--- config.mk ---
export PLATFORM = sky130hd
export DESIGN_NAME = td4_prog_sequencer
export DESIGN_NICKNAME = d
export VERILOG_FILES = /design/src/rtl/td4_pkg.sv /design/src/rtl/td4_sync_edge.sv /design/src/rtl/td4_prog_sequencer.sv
export SDC_FILE = /design/constraint.sdc
export NUM_CORES = 1
export LEC_CHECK = 0
export CORE_MARGIN = 2
export CORE_UTILIZATION = 35
export DETAILED_ROUTE_END_ITERATION = 8
export GPL_TIMING_DRIVEN = 0
export PLACE_DENSITY_LB_ADDON = 0.15
export SLEW_MARGIN = 20
export SYNTH_ARGS = -nofsm -noshare
export SYNTH_HDL_FRONTEND = slang
export SYNTH_SLANG_ARGS = --single-unit
--- constraint.sdc ---
create_clock -name clk -period 1.15 [get_ports clk]
set_input_delay 0.115 -clock clk [delete_from_list [all_inputs] [get_ports clk]]
set_output_delay 0.115 -clock clk [all_outputs]
set_load 0.01 [all_outputs]
--- src/rtl/td4_pkg.sv ---
// rtl/td4_pkg.sv - shared types and sizes for the TD4 program sequencer
package td4_pkg;

    localparam int TD4_ADDR_W      = 4;
    localparam int TD4_DATA_W      = 4;
    localparam int TD4_SYNC_STAGES = 2;

    typedef enum logic [1:0] {
        HALT  = 2'd0,
        LOAD  = 2'd1,
        WRITE = 2'd2,
        RUN   = 2'd3
    } td4_seq_state_e;

endpackage

--- src/rtl/td4_sync_edge.sv ---
// rtl/td4_sync_edge.sv - multi-flop pin synchronizer with level and rising-edge outputs
module td4_sync_edge #(
    parameter int STAGES = 2
) (
    input  logic clk,
    input  logic rst,
    input  logic pin_i,
    output logic level_o,
    output logic rise_o
);

    logic [STAGES-1:0] sync_q;
    logic [STAGES-1:0] sync_d;
    logic              hist_q;

    always_comb begin
        sync_d    = '0;
        sync_d[0] = pin_i;
        for (int i = 1; i < STAGES; i++) begin
            sync_d[i] = sync_q[i-1];
        end
    end

    always_ff @(posedge clk) begin
        if (rst) begin
            sync_q <= '0;
            hist_q <= 1'b0;
        end else begin
            sync_q <= sync_d;
            hist_q <= sync_q[STAGES-1];
        end
    end

    assign level_o = sync_q[STAGES-1];
    assign rise_o  = sync_q[STAGES-1] & ~hist_q;

endmodule

--- src/rtl/td4_prog_sequencer.sv ---
// rtl/td4_prog_sequencer.sv - arbitrates the TD4 program memory port between CPU fetch and pin programming
module td4_prog_sequencer
    import td4_pkg::*;
#(
    parameter int ADDR_W      = TD4_ADDR_W,
    parameter int DATA_W      = TD4_DATA_W,
    parameter int SYNC_STAGES = TD4_SYNC_STAGES
) (
    input  logic              clk,
    input  logic              rst,
    input  logic              prog_mode,
    input  logic              wr_strobe,
    input  logic [DATA_W-1:0] wr_opcode,
    input  logic [DATA_W-1:0] wr_imm,
    input  logic [ADDR_W-1:0] cpu_pc,
    output logic              cpu_en,
    output logic              cpu_clr,
    output logic [ADDR_W-1:0] mem_addr,
    output logic [DATA_W-1:0] mem_opcode,
    output logic [DATA_W-1:0] mem_imm,
    output logic              mem_we,
    output logic [ADDR_W-1:0] load_addr,
    output logic              load_full,
    output logic              busy
);

    td4_seq_state_e    state_q;
    logic [ADDR_W-1:0] load_addr_q;
    logic [ADDR_W-1:0] load_addr_d;
    logic              load_full_q;
    logic [DATA_W-1:0] opcode_q;
    logic [DATA_W-1:0] imm_q;
    logic              cpu_en_q;
    logic              cpu_clr_q;

    logic prog_s;
    logic strobe_rise;

    td4_sync_edge #(
        .STAGES (SYNC_STAGES)
    ) u_sync_prog (
        .clk     (clk),
        .rst     (rst),
        .pin_i   (prog_mode),
        .level_o (prog_s),
        .rise_o  ()
    );

    td4_sync_edge #(
        .STAGES (SYNC_STAGES)
    ) u_sync_strobe (
        .clk     (clk),
        .rst     (rst),
        .pin_i   (wr_strobe),
        .level_o (),
        .rise_o  (strobe_rise)
    );

    assign load_addr_d = load_addr_q + ADDR_W'(1);

    // Strobe edges seen outside LOAD are dropped on purpose: nothing is queued.
    always_ff @(posedge clk) begin
        if (rst) begin
            state_q     <= HALT;
            load_addr_q <= '0;
            load_full_q <= 1'b0;
            opcode_q    <= '0;
            imm_q       <= '0;
            cpu_en_q    <= 1'b0;
            cpu_clr_q   <= 1'b0;
        end else begin
            cpu_clr_q <= 1'b0;
            case (state_q)
                HALT: begin
                    if (prog_s) begin
                        state_q     <= LOAD;
                        load_addr_q <= '0;
                        load_full_q <= 1'b0;
                    end else begin
                        state_q   <= RUN;
                        cpu_clr_q <= 1'b1;
                    end
                end
                LOAD: begin
                    if (strobe_rise) begin
                        state_q  <= WRITE;
                        opcode_q <= wr_opcode;
                        imm_q    <= wr_imm;
                    end else if (!prog_s) begin
                        state_q <= HALT;
                    end
                end
                WRITE: begin
                    state_q     <= LOAD;
                    load_addr_q <= load_addr_d;
                    if (&load_addr_q) begin
                        load_full_q <= 1'b1;
                    end
                end
                RUN: begin
                    if (prog_s) begin
                        state_q  <= HALT;
                        cpu_en_q <= 1'b0;
                    end else begin
                        cpu_en_q <= 1'b1;
                    end
                end
                default: begin
                    state_q <= HALT;
                end
            endcase
        end
    end

    assign mem_addr   = (state_q == RUN) ? cpu_pc : load_addr_q;
    assign mem_opcode = opcode_q;
    assign mem_imm    = imm_q;
    assign mem_we     = (state_q == WRITE);
    assign load_addr  = load_addr_q;
    assign load_full  = load_full_q;
    assign cpu_en     = cpu_en_q;
    assign cpu_clr    = cpu_clr_q;
    assign busy       = (state_q != RUN);

endmodule

### Yosys cells after proc, flatten, opt, wreduce, memory -nomap -nowiden

Index checks and enable logic that the tools add are counted.

| storage, ports and cells | value |
|---|---|
| bits in registers | 22 |
| input port bits | 16 |
| output and inout port bits | 21 |
| logic and storage cells | 42 |

| operators by class | value |
|---|---|
| add/sub/neg operators | 1 |
| equality and inequality tests | 8 |
| multiplexer cells | 12 |
| bitwise gates (word level) | 3 |
| reduce and logical (&&, ||, !) cells | 8 |

Operators by type and width:

| kind | count |
|---|---|
| 2-bit two-way mux | 4 |
| 4-bit two-way mux | 2 |
| 2-bit case mux with 4 select lines | 1 |
| 4-bit case mux with 2 select lines | 1 |
| 2-bit by 1-bit != test with 1-bit output, second input constant | 3 |
| 2-bit AND reduction | 3 |
| 4-bit by 1-bit adder with 4-bit output, second input constant | 1 |
| 2-bit equality test, second input constant | 2 |
| 4-bit AND reduction | 1 |
| 1-bit two-way mux | 3 |
| 3-bit != test, second input constant | 1 |
| 3-bit AND reduction | 1 |
| 2-bit by 1-bit equality test with 1-bit output, second input constant | 1 |
| 2-bit logical NOT | 1 |
| 2-bit != test, second input constant | 1 |
| 1-bit inverter | 2 |
| 1-bit case mux with 2 select lines | 1 |
| 2-bit nonzero test | 1 |
| 2-bit OR reduction | 1 |
| 1-bit AND | 1 |

### Longest topological paths before layout

| depth | value |
|---|---|
| depth in word-level cells | 4 |
| depth in mapped cells | 4 |
| gate-level depth less buffers | 4 |

### By module

Synthesis repeated with hierarchy kept, for this count alone.

| unflattened totals | value |
|---|---|
| cells, all modules | 89 |
| area total of the unflattened synthesis | 912.1 um2 |

By module, submodules not included:

| module | times used | cells an instance | area an instance (um2) | sequential area each (um2) |
|---|---|---|---|---|
| td4_prog_sequencer | 1 | 75 | 737.0 | 340.3 |
| td4_sync_edge | 2 | 7 | 87.6 | 60.1 |

### Worst setup path after synthesis

No wires, ideal clock.

| timing path | value |
|---|---|
| path type | register to output |
| start | register state_q[0] |
| end | output mem_addr[0] |
| data arrival time | 1,039 ps |
| data required time | 1,035 ps |
| slack | -4 ps |
| stages on the path, launching flop included | 4 |
| path buffers | 1 |
| cell sequence | dfxtp_1 buf_2 nand2_1 mux2_2 |

| between the ends | value |
|---|---|
| word-level cells in the longest chain between the ends | 2 |

RTL lines:

| item | RTL line | text |
|---|---|---|
| start, declared | td4_prog_sequencer.sv:27 | `td4_seq_state_e state_q;` |
| start signal, assigned | td4_prog_sequencer.sv:64 | `state_q <= HALT;` |
| start signal, assigned | td4_prog_sequencer.sv:76 | `state_q <= LOAD;` |
| start signal, assigned | td4_prog_sequencer.sv:80 | `state_q <= RUN;` |
| 2-bit equality test | td4_prog_sequencer.sv:115 | `assign mem_addr = (state_q == RUN) ? cpu_pc : load_addr_q;` |
| 4-bit two-way mux | td4_prog_sequencer.sv:115 |  |
| end, declared | td4_prog_sequencer.sv:18 | `output logic [ADDR_W-1:0] mem_addr,` |

No other way between the ends.

### Final worst setup path

| timing path | value |
|---|---|
| start | register state_q[0] |
| end | output mem_addr[2] |

The elaborated chain is that of the path after synthesis.

==> impl_metrics.csv <==
group,metric,value,unit
final_layout,area_growth_syn_to_layout,70.0,%
power_and_ir_drop,p_per_area,1060,nW/µm²
setup_path,reg2reg_to,"load_addr[3]",
routing,routedWlPerCell,12.3,µm
sta,setup_tns,-2150,ps
synth,syn_nets,113,
setup_path,reg2reg_from,"state_q[0]",
synth,synth-seq-cells,22,
clock_network,insertion_delay,300,ps
floorplanning,die-area,2890,µm²
status,status,"complete, but fails checks",
sta,rsz0062_at_grt,"true",
global_routing,grt_pass1_vias,700,
min_path,hold_depth,3,
routing,via_per_inst,4.86,
routing,first_iter_violations,6,
global_routing,grt_max_degree,12,
sta,clock.fmax,728,MHz
power_and_ir_drop,p_total,1.56,mW
global_routing,grt_usage,14.5,%
sta,hold_violations,0,
final_layout,drive_gt1_share,33.6,%
sta,finalCriticalPeriod,1370,ps
clock_network,cts_made_buffers,3,
routing,highest_layer,"met4",
min_path,min_path_type,"input pin to flip-flop",
sta,max-slew-margin-rel,64.8,%
setup_path,arrival,1260,ps
routing,firstDrtPassIters,2,
setup_path,reg2reg_depth,5,
min_path,min_from,"wr_imm[3]",
sta,fin_ws,-223,ps
floorplanning,io_pins,37,
sta,clock_skew,5.17,ps
sta,final-setup-viol-count,17,
placed_design,port_buffers,36,
synth,ys_warn_count,0,
final_layout,num-fill-cells,206,
routing,ant_nets,0,
placed_design,dp_hpwl,1460,µm
synth,syn_area_per_cell,9.03,µm²
setup_path,path_buf_inv,2,
clock_network,holdBufCountCts,0,
setup_path,worstSetupEndpointType,"output pin",
routing,via_count,827,
synth,synthCells,96,
routing,drc,0,
clock_network,path_clk_slew,120,ps
floorplanning,rows,18,
global_routing,antenna_found_initial,0,
final_layout,fin_area,1470,µm²
final_layout,most-common-layout-cells,"16 x dlygate4sd2_1, 15 x dfxtp_1, 15 x clkdlybuf4s50_1",
setup_path,crit_fanout,5,
routing,wl_met1,841,µm
synth,netlist_top_cells_area,"dfxtp_1 51%, nand2_1 9.1%, a21oi_1 6.9%",
final_layout,fin_nets,159,
final_layout,antenna_cells,0,
min_path,whs_endpoint,"mem_imm[3]",
synth,yosysSeqAreaShare,50.8,%
job,drv_cap,0,
clock_network,cts_num_sinks,22,
synth,synth_edf_count,0,
setup_path,crit_chain,"buf_6 -> nand2_8 -> mux2_4 -> buf_6",
final_layout,layout_commonest_cell,"dlygate4sd2_1",
synth,synth_flop_cell,"dfxtp_1",
routing,wl_met2,1100,µm
clock_network,root_buffer,"clkbuf_4",
synth,synth_top_area_share,50.8,%
global_routing,grt_overflow,0,
clock_network,cts_max_path_buffers,2,
setup_path,crit_path_start_kind,"flip-flop",
setup_path,required,1030,ps
synth,mappedNetlistArea,867,µm²
global_routing,grt_first_pass_wirelength,2950,µm
setup_path,r2r_setup_slack,-200,ps
floorplanning,dieHeight,53.8,µm
clock_network,htree_levels,1,
routing,wl,2090,µm
sta,period_share,119,%
status,violations,"negative setup slack",
synth,async_reset_ff_share,0,%
placed_design,placed_area,1270,µm²
floorplanning,start_util,36.0,%
floorplanning,fp.coreArea,2410,µm²
routing,wl_met3,127,µm
power_and_ir_drop,peakVddDrop,0.000636,V
clock_network,cts_tree,"yes",
power_and_ir_drop,power_leakage,0.610,nW
setup_path,path_delay_family,"flip-flops",
setup_path,crit_path_frequent_cell,"buf_6",
sta,slew_violations,0,
placed_design,gp_congestion,0.670,
setup_path,crit_slowest_cell,"dfxtp_2",
floorplanning,die_width,53.8,µm
synth,synth_cell_types,26,
synth,synth_top_area_cell,"dfxtp_1",
setup_path,slowest_delay,340,ps
sta,worstMarginPinSlew,528,ps
setup_path,criticalPathCategory,"flip-flop to output pin",
==> synth_stat cells, drive strengths merged (2+ instances only) <==
library cell and number:
dfxtp 22, nand2 21, a21oi 12, inv 2, nor2b 6, o21ai 3
a31oi 2, nor2 2, nand3 2, clkbuf 3, buf 3, mux2 4
==> logic make-up after synthesis <==
| logic type | count (synthesis) | synth area share [%] |
|---|---|---|
| and+or+nand+nor | 38 | 22.7 |
| DFF | 22 | 50.8 |
| AOI/OAI and AO/OA | 21 | 13.9 |
| buffers and inverters | 8 | 3.90 |
| muxes | 5 | 6.35 |
| xor gates and xnor gates | 1 | 1.01 |
| adders and majority gates | 1 | 1.44 |
==> registers in the layout (all words and copies together) (netlist names) <==
name,flops
cpu_clr,1
mem_opcode,4
state_q,2
load_addr,4
u_sync_strobe.hist_q,1
u_sync_strobe.sync_q,2
load_full,1
u_sync_prog.sync_q,2
mem_imm,4
cpu_en,1
==> power by group <==
group	total, mW	switching [mW]	internal, mW
clock	0.342	0.220	0.122
sequential	0.833	0.0355	0.798
combinational	0.380	0.156	0.224
total	1.56	0.411	1.14
==> worst max path at each step <==
| stage | cells past startpoint | endpoint | slack [ps] | start |
|---|---|---|---|---|
| global route | 4 | mem_addr[0] | -280 | state_q[0] |
| finish | 4 | mem_addr[2] | -220 | state_q[0] |
| CTS | 4 | mem_addr[2] | -230 | state_q[0] |
| detailed placement | 4 | mem_addr[3] | -450 | state_q[0] |
| global placement | 4 | mem_addr[0] | -420 | state_q[0] |
| floorplan | 3 | load_addr[3] | 30 | load_addr[2] |
==> metal layers <==
metal  up-vias  global-route usage [%]
met4         0                    6.41
met3         4                    3.89
met1       382                    16.7
met5         -                       0
li1        417                       -
met2        24                    25.0
==> per-stage QoR <==
stage	setup WS (ps)	std cells	hold WS (ps)	util [%]
floorplan	34.8	96	187	-
global placement	-418	162	420	52.6
detailed placement	-451	162	433	52.6
CTS	-234	169	340	57.7
global route	-277	170	348	61.2
finish	-223	170	352	61.2
==> area by class of cell <==
cell class | count | area [µm²] | share of cell area, %
Timing Repair Buffer | 42 | 403 | 27.3
Inverter | 2 | 7.51 | 0.509
Clock buffer | 3 | 22.5 | 1.53
Sequential cell | 22 | 454 | 30.8
Tap cell | 30 | 37.5 | 2.55
Multi-Input combinational cell | 66 | 514 | 34.9
Buffer | 5 | 35.0 | 2.38
==> worst register-to-register path, stage by stage, from the launching register on <==
cell     delay [ps]
dfxtp_2         340
buf_4           130
buf_6           110
and2b_2         240
or3b_1          350
a31oi_1         120
==> repair_timing <==
item / CTS / global route
pin swaps: 3 / 5
gates cloned: 0 / 0
buffers inserted: 5 / 1
hold endpoints to repair: 0 / 0
setup endpoints to repair: 33 / 20
resized for setup: 65 / 20
Note: power is estimated with default switching activity, not from simulation.
